==> src/rtl/lfsr_pkg.sv <==
// Shared types and constants for the LFSR random source: FSM states, limiter modes
// and a table of primitive Galois feedback masks (bit i = coefficient of x^i, x^WIDTH implied).
package lfsr_pkg;

    typedef enum logic {
        DRAW = 1'b0,
        HOLD = 1'b1
    } state_t;

    localparam int MODE_CLAMP  = 0;
    localparam int MODE_REJECT = 1;

    function automatic logic [31:0] default_taps(input int width);
        logic [31:0] taps;
        case (width)
            4:       taps = 32'h0000_0009;
            5:       taps = 32'h0000_0009;
            6:       taps = 32'h0000_0021;
            7:       taps = 32'h0000_0041;
            8:       taps = 32'h0000_0071;
            9:       taps = 32'h0000_0021;
            10:      taps = 32'h0000_0081;
            11:      taps = 32'h0000_0201;
            12:      taps = 32'h0000_0053;
            13:      taps = 32'h0000_001B;
            14:      taps = 32'h0000_002B;
            15:      taps = 32'h0000_4001;
            16:      taps = 32'h0000_A011;
            17:      taps = 32'h0000_4001;
            18:      taps = 32'h0000_0801;
            19:      taps = 32'h0000_0047;
            20:      taps = 32'h0002_0001;
            21:      taps = 32'h0008_0001;
            22:      taps = 32'h0020_0001;
            23:      taps = 32'h0004_0001;
            24:      taps = 32'h00C2_0001;
            25:      taps = 32'h0040_0001;
            26:      taps = 32'h0000_0047;
            27:      taps = 32'h0000_0027;
            28:      taps = 32'h0200_0001;
            29:      taps = 32'h0800_0001;
            30:      taps = 32'h0000_0053;
            31:      taps = 32'h1000_0001;
            32:      taps = 32'h0040_0007;
            default: taps = 32'h0000_0000;
        endcase
        return taps;
    endfunction

endpackage

==> src/rtl/btn_sync_edge.sv <==
// Two-flop synchroniser for an active-low push-button plus a one-cycle falling-edge pulse.
// Flops reset to the released level so a button held through reset yields one edge afterwards.
module btn_sync_edge (
    input  logic clk,
    input  logic rst_n,
    input  logic btn,
    output logic fall
);

    logic sync1;
    logic sync2;
    logic prev;

    always_ff @(posedge clk or negedge rst_n) begin
        if (!rst_n) begin
            sync1 <= 1'b1;
            sync2 <= 1'b1;
            prev  <= 1'b1;
        end else begin
            sync1 <= btn;
            sync2 <= sync1;
            prev  <= sync2;
        end
    end

    assign fall = prev & ~sync2;

endmodule

==> src/rtl/lfsr_rng.sv <==
// Galois LFSR random source with clamp/reject range limiting and a valid/ready output.
// Optional build macro LFSR_LOCKUP_GUARD_EN adds recovery from the all-zero LFSR state.
module lfsr_rng
    import lfsr_pkg::*;
#(
    parameter int          WIDTH     = 8,
    parameter logic [31:0] TAPS      = 32'h71,
    parameter logic [31:0] SEED_INIT = 32'h7F,
    parameter logic [31:0] MAX_OUT   = 32'd240,
    parameter int          MODE      = MODE_REJECT,
    parameter int          REJ_LIMIT = 8
) (
    input  logic             clk,
    input  logic             rst_n,
    input  logic             seed_btn,
    input  logic             seed_load,
    input  logic             rand_ready,
    output logic             rand_valid,
    output logic [WIDTH-1:0] rand_out,
    output logic [WIDTH-1:0] seed_q
);

    localparam int               CW         = (REJ_LIMIT > 1) ? $clog2(REJ_LIMIT) : 1;
    localparam logic [WIDTH-1:0] TAP_MASK   = TAPS[WIDTH-1:0];
    localparam logic [WIDTH-1:0] SEED_RST   = SEED_INIT[WIDTH-1:0];
    localparam logic [WIDTH-1:0] OUT_MAX    = MAX_OUT[WIDTH-1:0];
    localparam logic [CW-1:0]    REJ_LAST   = CW'(REJ_LIMIT - 1);
    localparam bit               CLAMP_ONLY = (MODE == MODE_CLAMP);

    state_t           state;
    logic [WIDTH-1:0] lfsr;
    logic [WIDTH-1:0] nxt;
    logic [WIDTH-1:0] lfsr_step;
    logic [CW-1:0]    rej_cnt;
    logic             btn_fall;
    logic             cand_ok;
    logic             accept;

    btn_sync_edge u_btn (
        .clk   (clk),
        .rst_n (rst_n),
        .btn   (seed_btn),
        .fall  (btn_fall)
    );

    assign nxt = {lfsr[WIDTH-2:0], 1'b0} ^ (lfsr[WIDTH-1] ? TAP_MASK : '0);

`ifdef LFSR_LOCKUP_GUARD_EN
    logic lfsr_zero;
    assign lfsr_zero = (lfsr == '0);
    assign lfsr_step = lfsr_zero ? WIDTH'(1) : nxt;
    assign cand_ok   = !lfsr_zero;
`else
    assign lfsr_step = nxt;
    assign cand_ok   = 1'b1;
`endif

    assign accept = cand_ok && (CLAMP_ONLY || (nxt <= OUT_MAX) || (rej_cnt == REJ_LAST));

    // Seed never reaches zero: stepping down from 1 wraps to all-ones.
    always_ff @(posedge clk or negedge rst_n) begin
        if (!rst_n) begin
            seed_q <= SEED_RST;
        end else if (btn_fall) begin
            seed_q <= (seed_q == WIDTH'(1)) ? '1 : seed_q - WIDTH'(1);
        end
    end

    always_ff @(posedge clk or negedge rst_n) begin
        if (!rst_n) begin
            lfsr       <= SEED_RST;
            state      <= DRAW;
            rand_out   <= '0;
            rand_valid <= 1'b0;
            rej_cnt    <= '0;
        end else if (seed_load) begin
            lfsr       <= seed_q;
            state      <= DRAW;
            rand_valid <= 1'b0;
            rej_cnt    <= '0;
        end else begin
            lfsr <= lfsr_step;
            case (state)
                DRAW: begin
                    if (accept) begin
                        rand_out   <= (nxt > OUT_MAX) ? OUT_MAX : nxt;
                        rand_valid <= 1'b1;
                        rej_cnt    <= '0;
                        state      <= HOLD;
                    end else if (rej_cnt != REJ_LAST) begin
                        rej_cnt <= rej_cnt + CW'(1);
                    end
                end
                HOLD: begin
                    if (rand_ready) begin
                        rand_valid <= 1'b0;
                        state      <= DRAW;
                    end
                end
                default: state <= DRAW;
            endcase
        end
    end

endmodule

==> config.mk <==
export PLATFORM = sky130hd
export DESIGN_NAME = lfsr_rng
export DESIGN_NICKNAME = d
export VERILOG_FILES = /design/src/rtl/lfsr_pkg.sv /design/src/rtl/btn_sync_edge.sv /design/src/rtl/lfsr_rng.sv
export SDC_FILE = /design/constraint.sdc
export NUM_CORES = 1
export LEC_CHECK = 0
export BUFFER_PORTS_ARGS = -buffer_cell sky130_fd_sc_hd__clkbuf_2
export CAP_MARGIN = 0
export CORE_MARGIN = 2
export CORE_UTILIZATION = 49
export CTS_CLUSTER_SIZE = 16
export DETAILED_ROUTE_END_ITERATION = 12
export GPL_TIMING_DRIVEN = 0
export PLACE_DENSITY = 0.7
export REMOVE_ABC_BUFFERS = 1
export SLEW_MARGIN = 25
export SYNTH_ARGS = -nofsm -noshare
export SYNTH_HDL_FRONTEND = slang
export SYNTH_SLANG_ARGS = --single-unit
==> constraint.sdc <==
create_clock -name clk -period 1.7 [get_ports clk]
set_clock_uncertainty 0.15 [all_clocks]
set_input_delay 0.17 -clock clk [delete_from_list [all_inputs] [get_ports clk]]
set_output_delay 0.17 -clock clk [all_outputs]
set_load 0.005 [all_outputs]
# Word level (Yosys, flattened, before mapping)
# Cells that the tools add are included.
# totals
reg_bits,32
input_bits,5
word_cells,45
# op_classes
addsub,2
n_lt_le_gt_ge,2
n_eq_ne,6
muxes,16
bitwise_logic,5
n_reduce_logical,5
# op_table
cell,n
$mux 8,3
$mux 3,4
$ne 3x3->1 const B,3
$eq 8x1->1 const B,1
$gt 8x8->1 const B,1
$le 8x8->1 const B,1
$sub 8x1->8 const B,1
$xor 8x7->8,1
$mux 7,1
$mux 1,6
$pmux 1 s2,2
$reduce_and 2->1,2
$add 3x1->3 const B,1
$eq 3x3->1 const B,1
$not 1->1,3
$reduce_and 3->1,1
$reduce_bool 3->1,1
$ne 2x2->1 const B,1
$and 1x1->1,1
$logic_or 1x1->1,1

# Longest topological paths before layout
# Gate-level depths: netlist of run 1.
# logic_depth
depth_word,7
ltp_mapped,5

# By module
# Synthesis of run 1 repeated with hierarchy kept, for this count alone.
# unflattened
cells_unflattened,151
hier_area_um2,1681.6
# modules_own_cells
mod,instances,cells_each,area_per_inst_um2
lfsr_rng,1,147,1589.0
btn_sync_edge,1,4,92.6

# Worst setup path after synthesis of run 1
# No wires, ideal clock.
# synth_path
path_type,register -> register
startpoint,register rej_cnt[0]
endpoint,register rand_out[4]
setup_ns,0.136
arrival_time_ns,1.488
t_required_ns,1.414
slack_ns,-0.074
path_stages_with_launch,6
path_buffers,0
cell_sequence,dfrtp_1 -> ha_1 -> ha_1 -> or2b_2 -> a2111oi_0 -> nor3_1
# synth_via
elab_chain_len,3
# synth_rtl
item,line_no,rtl
from (decl),lfsr_rng.sv:34,logic [CW-1:0] rej_cnt;
from (signal assigned),lfsr_rng.sv:91,rej_cnt <= rej_cnt + CW'(1);
$eq 3x3->1,lfsr_rng.sv:58,assign accept = cand_ok && (CLAMP_ONLY || (nxt <= OUT_MAX) || (rej_cnt == REJ_LAST));
$logic_or 1x1->1,lfsr_rng.sv:58,
$reduce_and 3->1 (no line),--,
to (signal assigned),lfsr_rng.sv:86,rand_out <= (nxt > OUT_MAX) ? OUT_MAX : nxt;
to (decl),lfsr_rng.sv:19,"output logic [WIDTH-1:0] rand_out,"
# No other way between the ends.
# A chain may end at the register's enable or synchronous reset.

# Worst setup path in the final report of run 1
# layout_path
startpoint,register lfsr[3]
endpoint,register rej_cnt[0]
# layout_via
elab_chain_len,6
elab_cells_between_ends,8
cone_classes,1 x order compare; 3 x mux; 1 x bitwise; 3 x reduce/logical
# layout_rtl
item,line_no,rtl
from (decl),lfsr_rng.sv:31,logic [WIDTH-1:0] lfsr;
from (signal assigned),lfsr_rng.sv:77,lfsr <= seed_q;
from (signal assigned),lfsr_rng.sv:82,lfsr <= lfsr_step;
$xor 8x7->8 *,lfsr_rng.sv:46,"assign nxt = {lfsr[WIDTH-2:0], 1'b0} ^ (lfsr[WIDTH-1] ? TAP_MASK : '0);"
$le 8x8->1 *,lfsr_rng.sv:58,
$logic_or 1x1->1 *,lfsr_rng.sv:58,
$mux 3,lfsr_rng.sv:85,if (accept) begin
$mux 3,lfsr_rng.sv:83,case (state)
$mux 3,lfsr_rng.sv:76,end else if (seed_load) begin
# Every way passes the cells marked *; elsewhere a longest branch is shown, timed or not. The select of a mux whose other input is x is not followed.

==> flow_metrics.tcl, run 1 <==
set metrics [dict create \
    status "complete, but fails checks" \
    failed_checks "negative setup slack" \
    rsz0062_at_grt "true" \
    place_area_um2 1805 \
    routed_wl_um 3882 \
    ir_drop_mv 0.7497 \
    layout_commonest_cell "clkbuf_2" \
    leakagePower_nw 0.8730 \
    initial_utilization_pct 50.68 \
    finalNetCount 201 \
    yosys_warnings 0 \
    drc 0 \
    worstSetupEndpointType "register" \
    dieWidth_um 62.52 \
    io_buffers 21 \
    fin_util_pct 64.78 \
    critical_path_class "register to register" \
    root_buffer "clkbuf_4" \
    path_max_fanout 6 \
    layout_common_cells "21 x clkbuf_2, 17 x dfstp_2, 14 x dfrtp_1" \
    whs_ns 0.1549 \
    fin_area_um2 2145 \
    antenna_found_initial 0 \
    gp_congestion 0.8931 \
    yosysSeqAreaShare_pct 48.99 \
    syn-cell-area_um2 1678 \
    p_sw_share_pct 38.75 \
    drive_gt1_share_pct 48.70 \
    path_buf_inv 0 \
    synthFlopType "dfstp_2" \
    p_sw_mw 1.311 \
    min_path_type "input port to register" \
    fmax_ghz 0.5518 \
    setup_violations 10 \
    numCtsBuffers 5 \
    clock-sinks 32 \
    p_per_area_nw_per_um2 1578 \
    diodes 0 \
    clk_pin_slew_ns 0.11 \
    routedWlPerCell_um 16.24 \
    drv_cap 0 \
    synth_edf_count 0 \
    worst_setup_path_start_kind "register" \
    pwr-share-clk_pct 13.6 \
    pre_cts_ws_ns -0.3885 \
    hold_viol_final 0 \
    die_h_um 62.52 \
    layout_min_cycle_time_ns 1.812 \
    slowest_delay_ns 0.59 \
    hpwl_um 2379 \
    clk_latency_ns 0.34 \
    syn_inst 152 \
    grt_pass1_vias 1366 \
    core-area_um2 3311 \
    htree_levels 2 \
    setup_ws_ns -0.1123 \
    gr-total-overflow 0 \
    grt_pass1_wl_um 6603 \
    arrival_ns 1.93 \
    tritoncts "yes" \
    slowest_stage "or4b_4" \
    path_cells "or4b_4 -> a211oi_4 -> a22o_1" \
    drtIter0Drc 90 \
    synth_seq_cells 32 \
    drt_pass1_iterations 4 \
    viasPerCell 5.808 \
    ios 22 \
    ys_types 44 \
    syn_area_per_cell_um2 11.04 \
    power_frac_seq_pct 46.3 \
    area_growth_pct 27.82 \
    clock_path_buffers 2 \
    required_ns 1.82 \
    vias 1388 \
    intPower_mw 2.072 \
    track_usage_pct 21.68 \
    grt_max_degree 33 \
    worstMarginPinSlew_ns 0.7628 \
    slew_headroom_pct 49.14 \
    fillers 282 \
    fp-row-count 21 \
    maxSlewViolCount 0 \
    period_share_pct 106.6 \
    die_area_um2 3908 \
    cp_top_family "compound AO/OA/AOI/OAI gates" \
    synthArstFlopShare_pct 100.0 \
    drtAntennaViolNets 0 \
    power_frac_comb_pct 40.1 \
]
==> area by class of cell <==
type | instances | area [um2] | share of cell area, %
Multi-Input combinational cell | 108 | 917.1 | 42.77
Sequential cell | 32 | 823.3 | 38.39
Timing Repair Buffer | 40 | 266.5 | 12.43
Tap cell | 46 | 57.56 | 2.684
Clock buffer | 6 | 51.30 | 2.392
Inverter | 5 | 18.77 | 0.8751
Clock inverter | 2 | 10.01 | 0.4667
==> worst register-to-register path: cells and delay by family, from the launching register on <==
| kind | cells | cell delay (ns) |
|---|---|---|
| AO/OA/AOI/OAI | 2 | 0.61 |
| AND/OR/NAND/NOR | 1 | 0.59 |
| flip-flops | 1 | 0.38 |
==> cell families after synthesis <==
| group | after synthesis | share of synthesized area (%) |
|---|---|---|
| simple gates | 60 | 23.04 |
| compound gates | 33 | 14.84 |
| flops | 32 | 48.99 |
| buf+inv | 12 | 3.206 |
| mux | 8 | 5.369 |
| fa+ha+maj | 4 | 2.983 |
| xor+xnor | 3 | 1.566 |
==> layer usage <==
layer	up-vias	GRT usage, %	routed length, um
li1	661	-	-
met1	690	28.23	1758
met2	30	34.95	1905
met3	7	5.766	156
met4	0	7.778	63
met5	-	0	0
==> power by group through the flow <==
| stage | clock [mW] | sequential, mW | combinational, mW |
|---|---|---|---|
| after floorplan | 0 | 1.48 | 0.639 |
| after global placement | 0 | 1.54 | 0.937 |
| after detailed placement | 0 | 1.57 | 0.967 |
| after CTS | 0.472 | 1.53 | 1.19 |
| after global routing | 0.512 | 1.61 | 1.49 |
| final | 0.461 | 1.57 | 1.35 |
==> path summary, 6_finish.rpt <==
check                                      start                      to  slack [ns]  depth (start not counted)
setup / recovery               lfsr[3]$_DFF_PN1_  rej_cnt[0]$_DFFE_PN0P_       -0.11                          3
hold reg to reg            u_btn.sync1$_DFF_PN1_   u_btn.sync2$_DFF_PN1_        0.21                          0
hold / removal                         seed_load  rand_valid$_DFFE_PN0P_        0.15                          2
setup reg to reg               lfsr[3]$_DFF_PN1_  rej_cnt[0]$_DFFE_PN0P_       -0.11                          3
min in group asynchronous                  rst_n   seed_q[7]$_DFFE_PN0P_        0.27                          2
max in group asynchronous                  rst_n       lfsr[7]$_DFF_PN0_        0.59                          2
==> metrics by stage <==
step / cells / setup TNS [ns] / power [mW]
finish: 239 / -0.7305 / 3.383
global route: 239 / -1.156 / 3.615
CTS: 235 / -0.5700 / 3.195
detailed placement: 212 / -3.331 / 2.541
global placement: 212 / -2.441 / 2.476
floorplan: 145 / -0.6673 / 2.119
==> cells in the mapped netlist (all sizes together), types with 2 or more instances <==
| library cell | n | area share (%) |
|---|---|---|
| nand2b | 2 | 0.75 |
| nand2 | 3 | 0.67 |
| nor2 | 13 | 2.9 |
| ha | 4 | 3.0 |
| nand4 | 3 | 1.1 |
| o2111ai | 4 | 2.1 |
| a2111oi | 4 | 2.1 |
| nor3b | 3 | 1.3 |
| a21oi | 10 | 3.0 |
| dfrtp | 15 | 22 |
| o31ai | 3 | 1.3 |
| buf | 3 | 1.2 |
| clkbuf | 4 | 0.89 |
| nor2b | 3 | 1.1 |
| mux2 | 8 | 5.4 |
| a22o | 3 | 1.6 |
| nor3 | 6 | 1.8 |
| xor2 | 3 | 1.6 |
| dfstp | 17 | 27 |
| a211oi | 2 | 1.6 |
| nor4b | 7 | 3.7 |
| or4b | 2 | 1.4 |
| nand3 | 8 | 2.4 |
| inv | 5 | 1.1 |
| nor4 | 2 | 2.0 |
| a221oi | 2 | 1.0 |
==> registers in the layout, summed over array words and instances (netlist names) <==
signal       count
rej_cnt          3
u_btn.sync1      1
u_btn.sync2      1
seed_q           8
rand_valid       1
lfsr             8
rand_out         8
state            1
u_btn.prev       1
==> repair_timing <==
item,in CTS,in global routing
pin swaps,7,9
resized for setup,14,14
buffers inserted,12,4
endpoints found under the setup margin,19,20
endpoints found under the hold margin,18,0
hold buffers,3,0
Power figures use the tool's default switching activity.
==> inputs of run 2 (changes only) <==
--- a/config.mk
+++ b/config.mk
@@ -7,12 +7,16 @@
 export LEC_CHECK = 0
 export BUFFER_PORTS_ARGS = -buffer_cell sky130_fd_sc_hd__clkbuf_2
 export CAP_MARGIN = 0
+export CELL_PAD_IN_SITES_DETAIL_PLACEMENT = 0
+export CELL_PAD_IN_SITES_GLOBAL_PLACEMENT = 2
+export CORE_ASPECT_RATIO = 1.25
 export CORE_MARGIN = 2
-export CORE_UTILIZATION = 49
+export CORE_UTILIZATION = 33
+export CTS_CLUSTER_DIAMETER = 40
 export CTS_CLUSTER_SIZE = 16
 export DETAILED_ROUTE_END_ITERATION = 12
 export GPL_TIMING_DRIVEN = 0
-export PLACE_DENSITY = 0.7
+export PLACE_DENSITY = 0.72
 export REMOVE_ABC_BUFFERS = 1
 export SLEW_MARGIN = 25
 export SYNTH_ARGS = -nofsm -noshare
==> flow_metrics.tcl, run 2 (synthesis results as in run 1) <==
set metrics [dict create \
    rrSetupSlack_ns -0.06 \
    grt_pass1_wl_um 6900 \
    area_growth_pct 38.70 \
    fillers 481 \
    slowest_delay_ns 0.60 \
    layout_commonest_cell "clkbuf_2" \
    period_share_pct 103.5 \
    drive_gt1_share_pct 54.27 \
    r2r-start "lfsr[3]$_DFF_PN1_" \
    layout_common_cells "21 x clkbuf_2, 18 x buf_4, 17 x dfstp_2" \
    antenna_found_initial 0 \
    diodes 0 \
    die_area_um2 5674 \
    track_usage_pct 16.09 \
    grt_pass1_vias 1367 \
    clk_pin_slew_ns 0.06 \
    fp-row-count 29 \
    clock_path_buffers 2 \
    arrival_ns 1.77 \
    gp_congestion 0.7507 \
    path_buf_inv 1 \
    ios 22 \
    seqCellArea_um2 823.3 \
    leakagePower_nw 0.9174 \
    gr-total-overflow 0 \
    failed_checks "negative setup slack" \
    routedWlPerCell_um 16.45 \
    tritoncts "yes" \
    maxSlewViolCount 0 \
    setup_ws_ns -0.05967 \
    vias 1444 \
    r2r_cells 4 \
    cp.depth 4 \
    drtIter0Drc 83 \
    drv_cap 0 \
    cp_top_family "simple AND/OR/NAND/NOR gates" \
    multiInputGateArea_um2 1015 \
    io_buffers 21 \
    rsz0062_at_grt "true" \
    whs_ns 0.2055 \
    grt_max_degree 33 \
    die_h_um 83.72 \
    top_regs "lfsr x8, rand_out x8, seed_q x8" \
    dieWidth_um 67.78 \
    path_cells "or4b_4 -> buf_6 -> a2111oi_4 -> nor3_2" \
    hold_viol_final 0 \
    status "complete, but fails checks" \
    crit_start "lfsr[3]$_DFF_PN1_" \
    worstMarginPinSlew_ns 0.7900 \
    root_buffer "clkbuf_8" \
    worst_setup_path_start_kind "register" \
    core-area_um2 4971 \
    viasPerCell 5.533 \
    p_per_area_nw_per_um2 1592 \
    drtAntennaViolNets 0 \
    ir_drop_mv 0.7435 \
    fin_area_um2 2327 \
    clk_latency_ns 0.28 \
    initial_utilization_pct 33.75 \
    min_path_type "register to register" \
    drt_pass1_iterations 4 \
    routed_wl_um 4293 \
    place_area_um2 1826 \
    rr_endpoint "rand_out[6]$_DFFE_PN0P_" \
    crit_path_end "rand_out[6]$_DFFE_PN0P_" \
    layout_min_cycle_time_ns 1.760 \
    hpwl_um 2702 \
    clock-sinks 32 \
    worstSetupEndpointType "register" \
    slowest_stage "or4b_4" \
    critical_path_class "register to register" \
    required_ns 1.71 \
    fmax_ghz 0.5683 \
    numCtsBuffers 5 \
    setup_violations 10 \
    slew_headroom_pct 47.33 \
    htree_levels 2 \
    finalNetCount 208 \
    path_max_fanout 5 \
    drc 0 \
]
[run 2: cell count changes in the layout (fill, tap and decap cells not counted), sizes merged]
cell / before / now
or4b: 2 / 3
buf: 16 / 22
clkinv: 2 / 1
[run 2: area by class of cell]
cell class	count	area share, %
flip-flops and latches	32	35.38
clock inverters	1	0.2151
inverters	5	0.8065
clock buffers	6	3.118
well taps	62	3.333
multi-input cells	109	43.60
repair buffers	46	13.55
[run 2: per-stage QoR]
stage	util (%)	std cells	setup slack [ns]	power (mW)	setup TNS (ns)
after floorplan	-	145	-0.1096	2.119	-0.6673
final	46.82	261	-0.05967	3.706	-0.2827
after CTS	41.83	249	-0.1216	3.360	-0.9015
after detailed placement	36.72	228	-0.3482	2.562	-4.214
after global routing	46.82	261	-0.1293	3.975	-1.104
after global placement	36.72	228	-0.3122	2.515	-3.750
[run 2: repair_timing]
| action | CTS | global route |
|---|---|---|
| hold endpoints to repair | 17 | 0 |
| cloned | 1 | 0 |
| pin swaps | 5 | 10 |
| setup endpoints to repair | 20 | 18 |
| setup buffers | 10 | 12 |
| gates resized for setup | 16 | 27 |
| hold buffers | 3 | 0 |
[run 2: worst register-to-register path: stages (launching register included)]
cell	delay (ns)
dfstp_2	0.39
or4b_4	0.60
buf_6	0.16
a2111oi_4	0.29
nor3_2	0.06
[run 2: power breakdown]
group	total (mW)	leakage [nW]	switching (mW)	internal, mW
Clock	0.539	0.0410	0.261	0.278
Sequential	1.61	0.362	0.460	1.15
Combinational	1.55	0.514	0.709	0.843
[run 2: worst min path at each step]
stage | startpoint | to | slack (ns) | cells past startpoint
5_1_grt | u_btn.sync1$_DFF_PN1_ | u_btn.sync2$_DFF_PN1_ | 0.21 | 0
4_1_cts | u_btn.sync1$_DFF_PN1_ | u_btn.sync2$_DFF_PN1_ | 0.21 | 0
2_1_floorplan | rst_n | lfsr[7]$_DFF_PN0_ | -0.28 | 0
3_3_place_gp | seed_btn | u_btn.sync1$_DFF_PN1_ | 0.11 | 1
6_report | u_btn.sync1$_DFF_PN1_ | u_btn.sync2$_DFF_PN1_ | 0.21 | 0
3_5_place_dp | seed_btn | u_btn.sync1$_DFF_PN1_ | 0.11 | 1
[run 2: layer usage]
layer | wire, um | up-vias | GRT usage (%)
li1 | - | 682 | -
met5 | 0 | - | 0
met4 | 74 | 0 | 5.091
met3 | 156 | 9 | 4.049
met1 | 1768 | 722 | 19.71
met2 | 2294 | 31 | 27.09
